[src/rtl/arb_pkg.sv]
// Shared types and helpers for the SRAM port arbiter.
// The byte-lane helpers assume a 32-bit data word with 4 byte lanes.
package arb_pkg;

  typedef enum logic [1:0] {
    RESP_NONE = 2'd0,
    RESP_IF   = 2'd1,
    RESP_DM   = 2'd2
  } resp_state_e;

  localparam logic [31:0] BWEB_READ = 32'hFFFF_FFFF;

  // Active-high byte enables to active-low SRAM bit write enables.
  function automatic logic [31:0] expand_bweb(input logic [3:0] we);
    logic [31:0] m;
    m = BWEB_READ;
    for (int i = 0; i < 4; i++) begin
      m[i*8 +: 8] = {8{~we[i]}};
    end
    return m;
  endfunction

endpackage

[src/rtl/sram_port_arbiter_if.sv]
// CPU-side (IF and DM) and SRAM-side signals of the port arbiter.
// slave: the arbiter's view. master: the CPU/SRAM environment's view.
interface sram_port_arbiter_if #(
  parameter int ADDR_W = 14,
  parameter int DATA_W = 32
);
  logic              if_req;
  logic [ADDR_W-1:0] if_addr;
  logic              if_gnt;
  logic              if_rvalid;
  logic [DATA_W-1:0] if_rdata;

  logic              dm_req;
  logic [3:0]        dm_we;
  logic [ADDR_W-1:0] dm_addr;
  logic [DATA_W-1:0] dm_wdata;
  logic              dm_gnt;
  logic              dm_rvalid;
  logic [DATA_W-1:0] dm_rdata;

  logic              sram_ceb;
  logic              sram_web;
  logic [DATA_W-1:0] sram_bweb;
  logic [ADDR_W-1:0] sram_a;
  logic [DATA_W-1:0] sram_di;
  logic [DATA_W-1:0] sram_do;

  modport slave (
    input  if_req, if_addr, dm_req, dm_we, dm_addr, dm_wdata, sram_do,
    output if_gnt, if_rvalid, if_rdata, dm_gnt, dm_rvalid, dm_rdata,
    output sram_ceb, sram_web, sram_bweb, sram_a, sram_di
  );

  modport master (
    output if_req, if_addr, dm_req, dm_we, dm_addr, dm_wdata, sram_do,
    input  if_gnt, if_rvalid, if_rdata, dm_gnt, dm_rvalid, dm_rdata,
    input  sram_ceb, sram_web, sram_bweb, sram_a, sram_di
  );
endinterface

[src/rtl/arb_grant_logic.sv]
// Grant selection between IF and DM for the shared SRAM port.
// ARB_RR_EN defined: round-robin on contention via a 1-bit last_gnt register.
// ARB_RR_EN undefined: DM has priority, IF forced through after STARVE_MAX
// consecutive denied cycles.
module arb_grant_logic #(
  parameter int STARVE_MAX = 4
) (
  input  logic clk,
  input  logic rst,
  input  logic if_req,
  input  logic dm_req,
  output logic if_gnt,
  output logic dm_gnt
);

  if (STARVE_MAX < 1 || STARVE_MAX > 15) begin : g_bad_starve
    $error("STARVE_MAX must lie in 1..15");
  end

  logic if_win;

`ifdef ARB_RR_EN
  logic last_gnt;  // 0 = IF granted last, 1 = DM granted last

  // On contention the port not served last goes first.
  always_comb begin
    if_win = !dm_req || last_gnt;
  end

  // Remember the most recent winner.
  always_ff @(posedge clk) begin
    if (rst)         last_gnt <= 1'b0;
    else if (if_gnt) last_gnt <= 1'b0;
    else if (dm_gnt) last_gnt <= 1'b1;
  end
`else
  logic [3:0] starve_cnt;

  // DM wins unless IF has been held off long enough.
  always_comb begin
    if_win = !dm_req || (starve_cnt == 4'(STARVE_MAX));
  end

  // Count consecutive cycles IF waits; saturates at STARVE_MAX.
  always_ff @(posedge clk) begin
    if (rst || !if_req || if_gnt)          starve_cnt <= 4'd0;
    else if (starve_cnt != 4'(STARVE_MAX)) starve_cnt <= starve_cnt + 4'd1;
  end
`endif

  assign if_gnt = !rst && if_req && if_win;
  assign dm_gnt = !rst && dm_req && !if_gnt;

endmodule

[src/rtl/sram_port_arbiter.sv]
// Shares one single-port, 1-cycle-latency SRAM between CPU IF and DM ports.
// Optional macro ARB_RR_EN switches arbitration to round-robin.
//
// resp_state | meaning
// RESP_NONE  | no read in flight, both rvalids low
// RESP_IF    | IF read issued last cycle, sram_do belongs to IF
// RESP_DM    | DM read issued last cycle, sram_do belongs to DM
module sram_port_arbiter
  import arb_pkg::*;
#(
  parameter int ADDR_W     = 14,
  parameter int DATA_W     = 32,
  parameter int STARVE_MAX = 4
) (
  input logic                clk,
  input logic                rst,
  sram_port_arbiter_if.slave bus
);

  resp_state_e       resp_state, resp_next;
  logic              if_gnt, dm_gnt, dm_wr;
  logic              ceb, web;
  logic [DATA_W-1:0] bweb, di;
  logic [ADDR_W-1:0] addr;
  logic              if_rvalid, dm_rvalid;

  arb_grant_logic #(.STARVE_MAX(STARVE_MAX)) u_grant (
    .clk    (clk),
    .rst    (rst),
    .if_req (bus.if_req),
    .dm_req (bus.dm_req),
    .if_gnt (if_gnt),
    .dm_gnt (dm_gnt)
  );

  assign dm_wr = dm_gnt && (bus.dm_we != 4'b0000);

  // Drive the SRAM from whichever port holds the grant this cycle.
  always_comb begin
    ceb  = 1'b1;
    web  = 1'b1;
    bweb = DATA_W'(BWEB_READ);
    addr = '0;
    di   = '0;
    if (if_gnt) begin
      ceb  = 1'b0;
      addr = bus.if_addr;
    end else if (dm_gnt) begin
      ceb  = 1'b0;
      addr = bus.dm_addr;
      di   = bus.dm_wdata;
      if (dm_wr) begin
        web  = 1'b0;
        bweb = DATA_W'(expand_bweb(bus.dm_we));
      end
    end
  end

  // Next response owner follows this cycle's grant; writes return nothing.
  always_comb begin
    resp_next = RESP_NONE;
    if (if_gnt)                resp_next = RESP_IF;
    else if (dm_gnt && !dm_wr) resp_next = RESP_DM;
  end

  // Response state register; reset drops any in-flight read.
  always_ff @(posedge clk) begin
    if (rst) resp_state <= RESP_NONE;
    else     resp_state <= resp_next;
  end

  // Steer sram_do to the owning port as a single-cycle pulse.
  always_comb begin
    if_rvalid = !rst && (resp_state == RESP_IF);
    dm_rvalid = !rst && (resp_state == RESP_DM);
  end

  assign bus.if_gnt    = if_gnt;
  assign bus.dm_gnt    = dm_gnt;
  assign bus.if_rvalid = if_rvalid;
  assign bus.dm_rvalid = dm_rvalid;
  assign bus.if_rdata  = if_rvalid ? bus.sram_do : '0;
  assign bus.dm_rdata  = dm_rvalid ? bus.sram_do : '0;
  assign bus.sram_ceb  = ceb;
  assign bus.sram_web  = web;
  assign bus.sram_bweb = bweb;
  assign bus.sram_a    = addr;
  assign bus.sram_di   = di;

endmodule

[src/flat_wrapper.sv]
// flat-port wrapper written by rule: the top's interface ports become plain ports
module sram_port_arbiter_flat import arb_pkg::*;
#(
  parameter int ADDR_W     = 14,
  parameter int DATA_W     = 32,
  parameter int STARVE_MAX = 4
)
  (clk, rst, bus_if_req, bus_if_addr, bus_dm_req, bus_dm_we, bus_dm_addr, bus_dm_wdata, bus_sram_do, bus_if_gnt, bus_if_rvalid, bus_if_rdata, bus_dm_gnt, bus_dm_rvalid, bus_dm_rdata, bus_sram_ceb, bus_sram_web, bus_sram_bweb, bus_sram_a, bus_sram_di);
  sram_port_arbiter_if #(.ADDR_W(ADDR_W), .DATA_W(DATA_W)) bus_i ();
  input logic clk;
  input logic rst;
  input wire logic [$bits(bus_i.if_req)-1:0] bus_if_req;
  input wire logic [$bits(bus_i.if_addr)-1:0] bus_if_addr;
  input wire logic [$bits(bus_i.dm_req)-1:0] bus_dm_req;
  input wire logic [$bits(bus_i.dm_we)-1:0] bus_dm_we;
  input wire logic [$bits(bus_i.dm_addr)-1:0] bus_dm_addr;
  input wire logic [$bits(bus_i.dm_wdata)-1:0] bus_dm_wdata;
  input wire logic [$bits(bus_i.sram_do)-1:0] bus_sram_do;
  output wire logic [$bits(bus_i.if_gnt)-1:0] bus_if_gnt;
  output wire logic [$bits(bus_i.if_rvalid)-1:0] bus_if_rvalid;
  output wire logic [$bits(bus_i.if_rdata)-1:0] bus_if_rdata;
  output wire logic [$bits(bus_i.dm_gnt)-1:0] bus_dm_gnt;
  output wire logic [$bits(bus_i.dm_rvalid)-1:0] bus_dm_rvalid;
  output wire logic [$bits(bus_i.dm_rdata)-1:0] bus_dm_rdata;
  output wire logic [$bits(bus_i.sram_ceb)-1:0] bus_sram_ceb;
  output wire logic [$bits(bus_i.sram_web)-1:0] bus_sram_web;
  output wire logic [$bits(bus_i.sram_bweb)-1:0] bus_sram_bweb;
  output wire logic [$bits(bus_i.sram_a)-1:0] bus_sram_a;
  output wire logic [$bits(bus_i.sram_di)-1:0] bus_sram_di;
  assign bus_i.if_req = bus_if_req;
  assign bus_i.if_addr = bus_if_addr;
  assign bus_i.dm_req = bus_dm_req;
  assign bus_i.dm_we = bus_dm_we;
  assign bus_i.dm_addr = bus_dm_addr;
  assign bus_i.dm_wdata = bus_dm_wdata;
  assign bus_i.sram_do = bus_sram_do;
  assign bus_if_gnt = bus_i.if_gnt;
  assign bus_if_rvalid = bus_i.if_rvalid;
  assign bus_if_rdata = bus_i.if_rdata;
  assign bus_dm_gnt = bus_i.dm_gnt;
  assign bus_dm_rvalid = bus_i.dm_rvalid;
  assign bus_dm_rdata = bus_i.dm_rdata;
  assign bus_sram_ceb = bus_i.sram_ceb;
  assign bus_sram_web = bus_i.sram_web;
  assign bus_sram_bweb = bus_i.sram_bweb;
  assign bus_sram_a = bus_i.sram_a;
  assign bus_sram_di = bus_i.sram_di;
  sram_port_arbiter #(.ADDR_W(ADDR_W), .DATA_W(DATA_W), .STARVE_MAX(STARVE_MAX)) u_core (.clk(clk), .rst(rst), .bus(bus_i));
endmodule
[config.mk]
export PLATFORM = sky130hd
export DESIGN_NAME = sram_port_arbiter_flat
export DESIGN_NICKNAME = d
export VERILOG_FILES = /design/src/rtl/arb_pkg.sv /design/src/rtl/sram_port_arbiter_if.sv /design/src/rtl/arb_grant_logic.sv /design/src/rtl/sram_port_arbiter.sv /design/src/flat_wrapper.sv
export SDC_FILE = /design/constraint.sdc
export NUM_CORES = 1
export LEC_CHECK = 0
export CAP_MARGIN = 10
export CORE_AREA = 2 2 97 99
export DETAILED_ROUTE_END_ITERATION = 8
export DIE_AREA = 0 0 99 101
export GPL_TIMING_DRIVEN = 1
export SYNTH_ARGS = -nofsm -noshare
export SYNTH_HDL_FRONTEND = slang
export SYNTH_SLANG_ARGS = --single-unit
[constraint.sdc]
create_clock -name clk -period 3.87 [get_ports clk]
set_input_delay 0.9675 -clock clk [delete_from_list [all_inputs] [get_ports clk]]
set_output_delay 0.9675 -clock clk [all_outputs]
set_load 0.02 [all_outputs]
== Word-level counts from Yosys, hierarchy flattened ==
Index checks and enable logic that the tools add are counted.
Storage, ports and cells
  register bits after elaboration: 6
  bits of input ports: 100
  output and inout bits: 148
  logic and storage cells: 46
Cells by class
  add/sub/neg operators: 1
  equality and inequality tests: 4
  multiplexer cells: 16
  bitwise logic cells: 4
  reduce and logical (&&, ||, !) cells: 18
Operators with widths (count)
  $mux 32: 7
  $mux 14: 2
  $logic_and 1x1->1: 8
  $mux 1: 6
  $logic_not 1->1: 5
  $add 4x1->4 const B: 1
  $eq 4x3->1 const B: 1
  $ne 4x3->1 const B: 1
  $not 1->1: 4
  $reduce_bool 4->1: 1
  $logic_or 1x1->1: 3
  $eq 2x1->1 const B: 1
  $eq 2x2->1 const B: 1
  $mux 2: 1
  $reduce_or 2->1: 1

== Longest topological paths before layout ==
Gate-level depths: netlist (run 1).
  word-level depth: 10
  depth in mapped cells: 7
  mapped depth without buffers: 5

== By module ==
Synthesis (run 1) repeated with hierarchy kept, for this count alone.
Unflattened totals
  cells, all modules: 189
  area total of the unflattened synthesis: 1358.8 um^2
Modules (own cells, without submodules)
  sram_port_arbiter: instances 1, cells an instance 167, area an instance 1131.1 um^2, seq. area each 40.0 um^2
  arb_grant_logic: instances 1, cells an instance 22, area an instance 227.7 um^2, seq. area each 80.1 um^2

== Worst setup path after synthesis (run 1) ==
OpenSTA, ideal clock, no wires.
  path kind: input -> output
  start point: input rst
  end point: output bus_sram_bweb[10]
  data arrival time: 2042 ps
  required time: 2903 ps
  slack: 861 ps
  stages on the path: 5
  path buffers: 2
  path through: nand2b_1 -> a21oi_4 -> buf_6 -> nand2_1 -> buf_4
On the way
  longest elaborated chain between the ends: 9
  elaborated cells between the ends (all ways): 10
  classes of those cells: mux (3); reduce/logical (7)
Ends and longest elaborated chain
  start, declared: RTL line flat_wrapper.sv:11  | input logic rst;
  $logic_not 1->1 *: RTL line arb_grant_logic.sv:51, arb_grant_logic.sv:52
  $logic_and 1x1->1 (2 in a row): RTL line arb_grant_logic.sv:51  | assign if_gnt = !rst && if_req && if_win;
  $logic_not 1->1: RTL line arb_grant_logic.sv:52  | assign dm_gnt = !rst && dm_req && !if_gnt;
  $logic_and 1x1->1 *: RTL line arb_grant_logic.sv:52
  net bus_dm_gnt: RTL line flat_wrapper.sv:22  | output wire logic [$bits(bus_i.dm_gnt)-1:0] bus_dm_gnt;
  $logic_and 1x1->1: RTL line sram_port_arbiter.sv:36  | assign dm_wr = dm_gnt && (bus.dm_we != 4'b0000);
  $mux 32: RTL line sram_port_arbiter.sv:52  | if (dm_wr) begin
  $mux 32 *: RTL line sram_port_arbiter.sv:48  | end else if (dm_gnt) begin
  $mux 32 *: RTL line sram_port_arbiter.sv:45  | if (if_gnt) begin
  end, declared: RTL line flat_wrapper.sv:27  | output wire logic [$bits(bus_i.sram_bweb)-1:0] bus_sram_bweb;
Mark *: on every way through the listed nets, which the timed path passes. The rest lies on a longest branch.

== Worst setup path in the final report (run 1) ==
  start point: input bus_dm_req
  end point: output bus_sram_a[0]
On the way
  longest elaborated chain between the ends: 7
  elaborated cells between the ends (all ways): 8
  classes of those cells: mux (2); reduce/logical (6)
Ends and longest elaborated chain
  start, declared: RTL line flat_wrapper.sv:14  | input wire logic [$bits(bus_i.dm_req)-1:0] bus_dm_req;
  $logic_not 1->1: RTL line arb_grant_logic.sv:41  | if_win = !dm_req || (starve_cnt == 4'(STARVE_MAX));
  $logic_or 1x1->1: RTL line arb_grant_logic.sv:41
  $logic_and 1x1->1: RTL line arb_grant_logic.sv:51
  $logic_not 1->1: RTL line arb_grant_logic.sv:52
  $logic_and 1x1->1: RTL line arb_grant_logic.sv:52
  $mux 14: RTL line sram_port_arbiter.sv:48
  $mux 14 *: RTL line sram_port_arbiter.sv:45
  end, declared: RTL line flat_wrapper.sv:28  | output wire logic [$bits(bus_i.sram_a)-1:0] bus_sram_a;
Every way passes the cells marked *; elsewhere a longest branch is shown, timed or not.

==> impl_metrics.tcl, run 1 <==
set metrics [dict create \
    port_buffers 247 \
    syn_nets 288 \
    clock_latency_ps 220 \
    cp-end-kind "primary output" \
    post_dp_cell_area_um2 3740 \
    hp-class "reg -> reg" \
    cts_sinks 6 \
    clkTransAtPathRegs_ps 40 \
    place_hpwl_mm 5.85 \
    wire_per_inst_um 12.8 \
    drc_errors 0 \
    fin_area_um2 3810 \
    antenna_found_initial 0 \
    status "completed" \
    synthArstFlopShare_pct 0 \
    die_w_um 99 \
    antenna_left 0 \
    max-clock-path-buffers 2 \
    cp_max_fo 52 \
    synth_warnings 0 \
    synth.distinct_cells 23 \
    synth_top_area_cell "and2_1" \
    ir_drop_uv 88.9 \
    cts_root_buffer "clkbuf_8" \
    cts-htree-levels 1 \
    cp_data_required_time_ps 2900 \
    grtUsageTotal_pct 11.5 \
    arrival_ps 2790 \
    combPwrFrac_pct 65.4 \
    layout_min_cycle_time_ps 3760 \
    skew_ps 0.921 \
    fp.coreArea_um2 8980 \
    yosys.cell_count.top_type "and2_1" \
    swShare_pct 31.5 \
    synthCells 186 \
    slew_headroom_pct 82.1 \
    p_clk_share_pct 20.5 \
    grt_max_degree 53 \
    nets 504 \
    dieArea_um2 10000 \
    seq_area_um2 120 \
    synth_top_area_share_pct 44.1 \
    via_count 1979 \
    overflow 0 \
    drtIter0Drc 28 \
    drive_above_1_share_pct 3.25 \
    hold_violations 0 \
    core.rowCount 35 \
    die_h_um 101 \
    syn2layout_area_growth_pct 180 \
    n_fill_cell 905 \
    worstMarginPinSlew_ps 268 \
    timing.fmax_mhz 266 \
    synth.area.top_cells "and2_1 (44%), buf_4 (15%), a22o_1 (9.0%)" \
    postCtsSetupBuffers 0 \
    cts_tree "yes" \
    viasPerCell 3.87 \
    synth-seq-cells 6 \
    internal_power_uw 312 \
    dr.pass1.iters 4 \
    fin_tns_setup_ps 0 \
    grt_pass1_wl_mm 9.31 \
    utilization_pct 42.5 \
    cap_violations 0 \
    yosys_most_used_dff "dfxtp_1" \
    p_seq_share_pct 14.1 \
    cp-start-kind "primary input" \
    synth_area_um2 1360 \
    criticalPathCategory "in -> out" \
    multi_input_area_um2 923 \
    finalCritPeriodShare_pct 97.2 \
    grt_pass1_vias 1867 \
    synth_common_cells "and2_1 (96), buf_4 (28), a22o_1 (14)" \
    cts_inserted_buffers 3 \
    reg2reg_setup_slack_ps 2420 \
    slew_violations 0 \
    start_util_pct 15.2 \
    drt-total-wl_mm 6.56 \
    switchingPower_uw 143 \
    syn-mean-instance-area_um2 7.33 \
    ys_seq_area_share_pct 8.82 \
    synth_edf_count 0 \
    finalSetupViolCount 0 \
    power_leakage_uw 0.00147 \
    ios 248 \
    gp_congestion 0.740 \
    antenna_cells 0 \
    p_per_area_nw_per_um2 119 \
]
## power groups by stage
| stage | combinational (uW) | clock, uW | sequential (uW) |
|---|---|---|---|
| 6_report | 297 | 93.2 | 64.1 |
| 5_1_grt | 316 | 98.5 | 64.2 |
| 4_1_cts | 303 | 95.5 | 64.1 |
| 3_5_place_dp | 303 | 0 | 65.0 |
| 3_3_place_gp | 301 | 0 | 65.0 |
| 2_1_floorplan | 121 | 0 | 64.9 |
## worst paths after layout
path                                 from                           end  depth (start not counted)
min          u_core.u_grant.starve_cnt[0]  u_core.u_grant.starve_cnt[0]                          1
max                            bus_dm_req                 bus_sram_a[0]                          6
max reg2reg  u_core.u_grant.starve_cnt[0]  u_core.u_grant.starve_cnt[2]                          5
min reg2reg  u_core.u_grant.starve_cnt[0]  u_core.u_grant.starve_cnt[0]                          1
## cell type report
class	instances	area share [%]
sequential	6	3.15
multi-input combinational	135	24.2
tap	111	3.64
timing repair buffer	251	67.4
clock buffer	3	1.08
inverter	5	0.492
## routing by layer
metal | up-vias | wire, um | global-route usage [%]
li1 | 989 | - | -
met3 | 4 | 836 | 4.44
met2 | 148 | 3520 | 22.9
met5 | - | 0 | 0
met4 | 0 | 56 | 2.53
met1 | 838 | 2140 | 11.2
## logic make-up (layout without fill, tap and decap cells)
group	count (synthesis)	in the layout	share of synthesized area, %
and+or+nand+nor	112	112	51.5
buffers and inverters	45	259	23.4
AOI/OAI and AO/OA	19	19	13.1
DFF	6	6	8.82
adders and majority gates	2	2	1.84
xor gates and xnor gates	2	2	1.29
## cell usage in the layout (no fill, tap or decap), drive strengths merged, types with 3 or more instances in the layout
cell / n
buf: 4
clkdlybuf4s50: 235
dlymetal6s2s: 12
nor2: 4
clkbuf: 3
nand2: 5
dfxtp: 6
inv: 5
and2: 96
a22o: 14
## registers in the layout, summed over array words and instances, names as in the netlist
signal and cells:
u_core.resp_state 2, u_core.u_grant.starve_cnt 4
## through the flow
step / total power (uW) / hold slack, ps / setup slack [ps] / cells
2_1_floorplan: 186 / 430 / 861 / 186
4_1_cts: 463 / 460 / 78.1 / 511
3_3_place_gp: 366 / 442 / 111 / 508
3_5_place_dp: 368 / 451 / 90.2 / 508
5_1_grt: 479 / 490 / -4.39 / 511
6_report: 455 / 457 / 108 / 511
## timing repair
item	CTS	global route
hold buffers	0	0
setup endpoints to repair	0	18
endpoints found under the hold margin	0	0
resized for setup	0	12
## critical path, cell delays in order
cell and delay (ps):
clkdlybuf4s50_1 500, nand2b_1 130, a21oi_4 160, buf_12 220
a22o_1 190, clkdlybuf4s50_1 610
Power figures use the tool's default switching activity.
==> inputs of run 2 (changes only) <==
--- a/config.mk
+++ b/config.mk
@@ -10,6 +10,7 @@
 export DETAILED_ROUTE_END_ITERATION = 8
 export DIE_AREA = 0 0 99 101
 export GPL_TIMING_DRIVEN = 1
+export SLEW_MARGIN = 10
 export SYNTH_ARGS = -nofsm -noshare
 export SYNTH_HDL_FRONTEND = slang
 export SYNTH_SLANG_ARGS = --single-unit
==> results of run 2 <==
Final layout, timing and power as in run 1 (identical DEF).
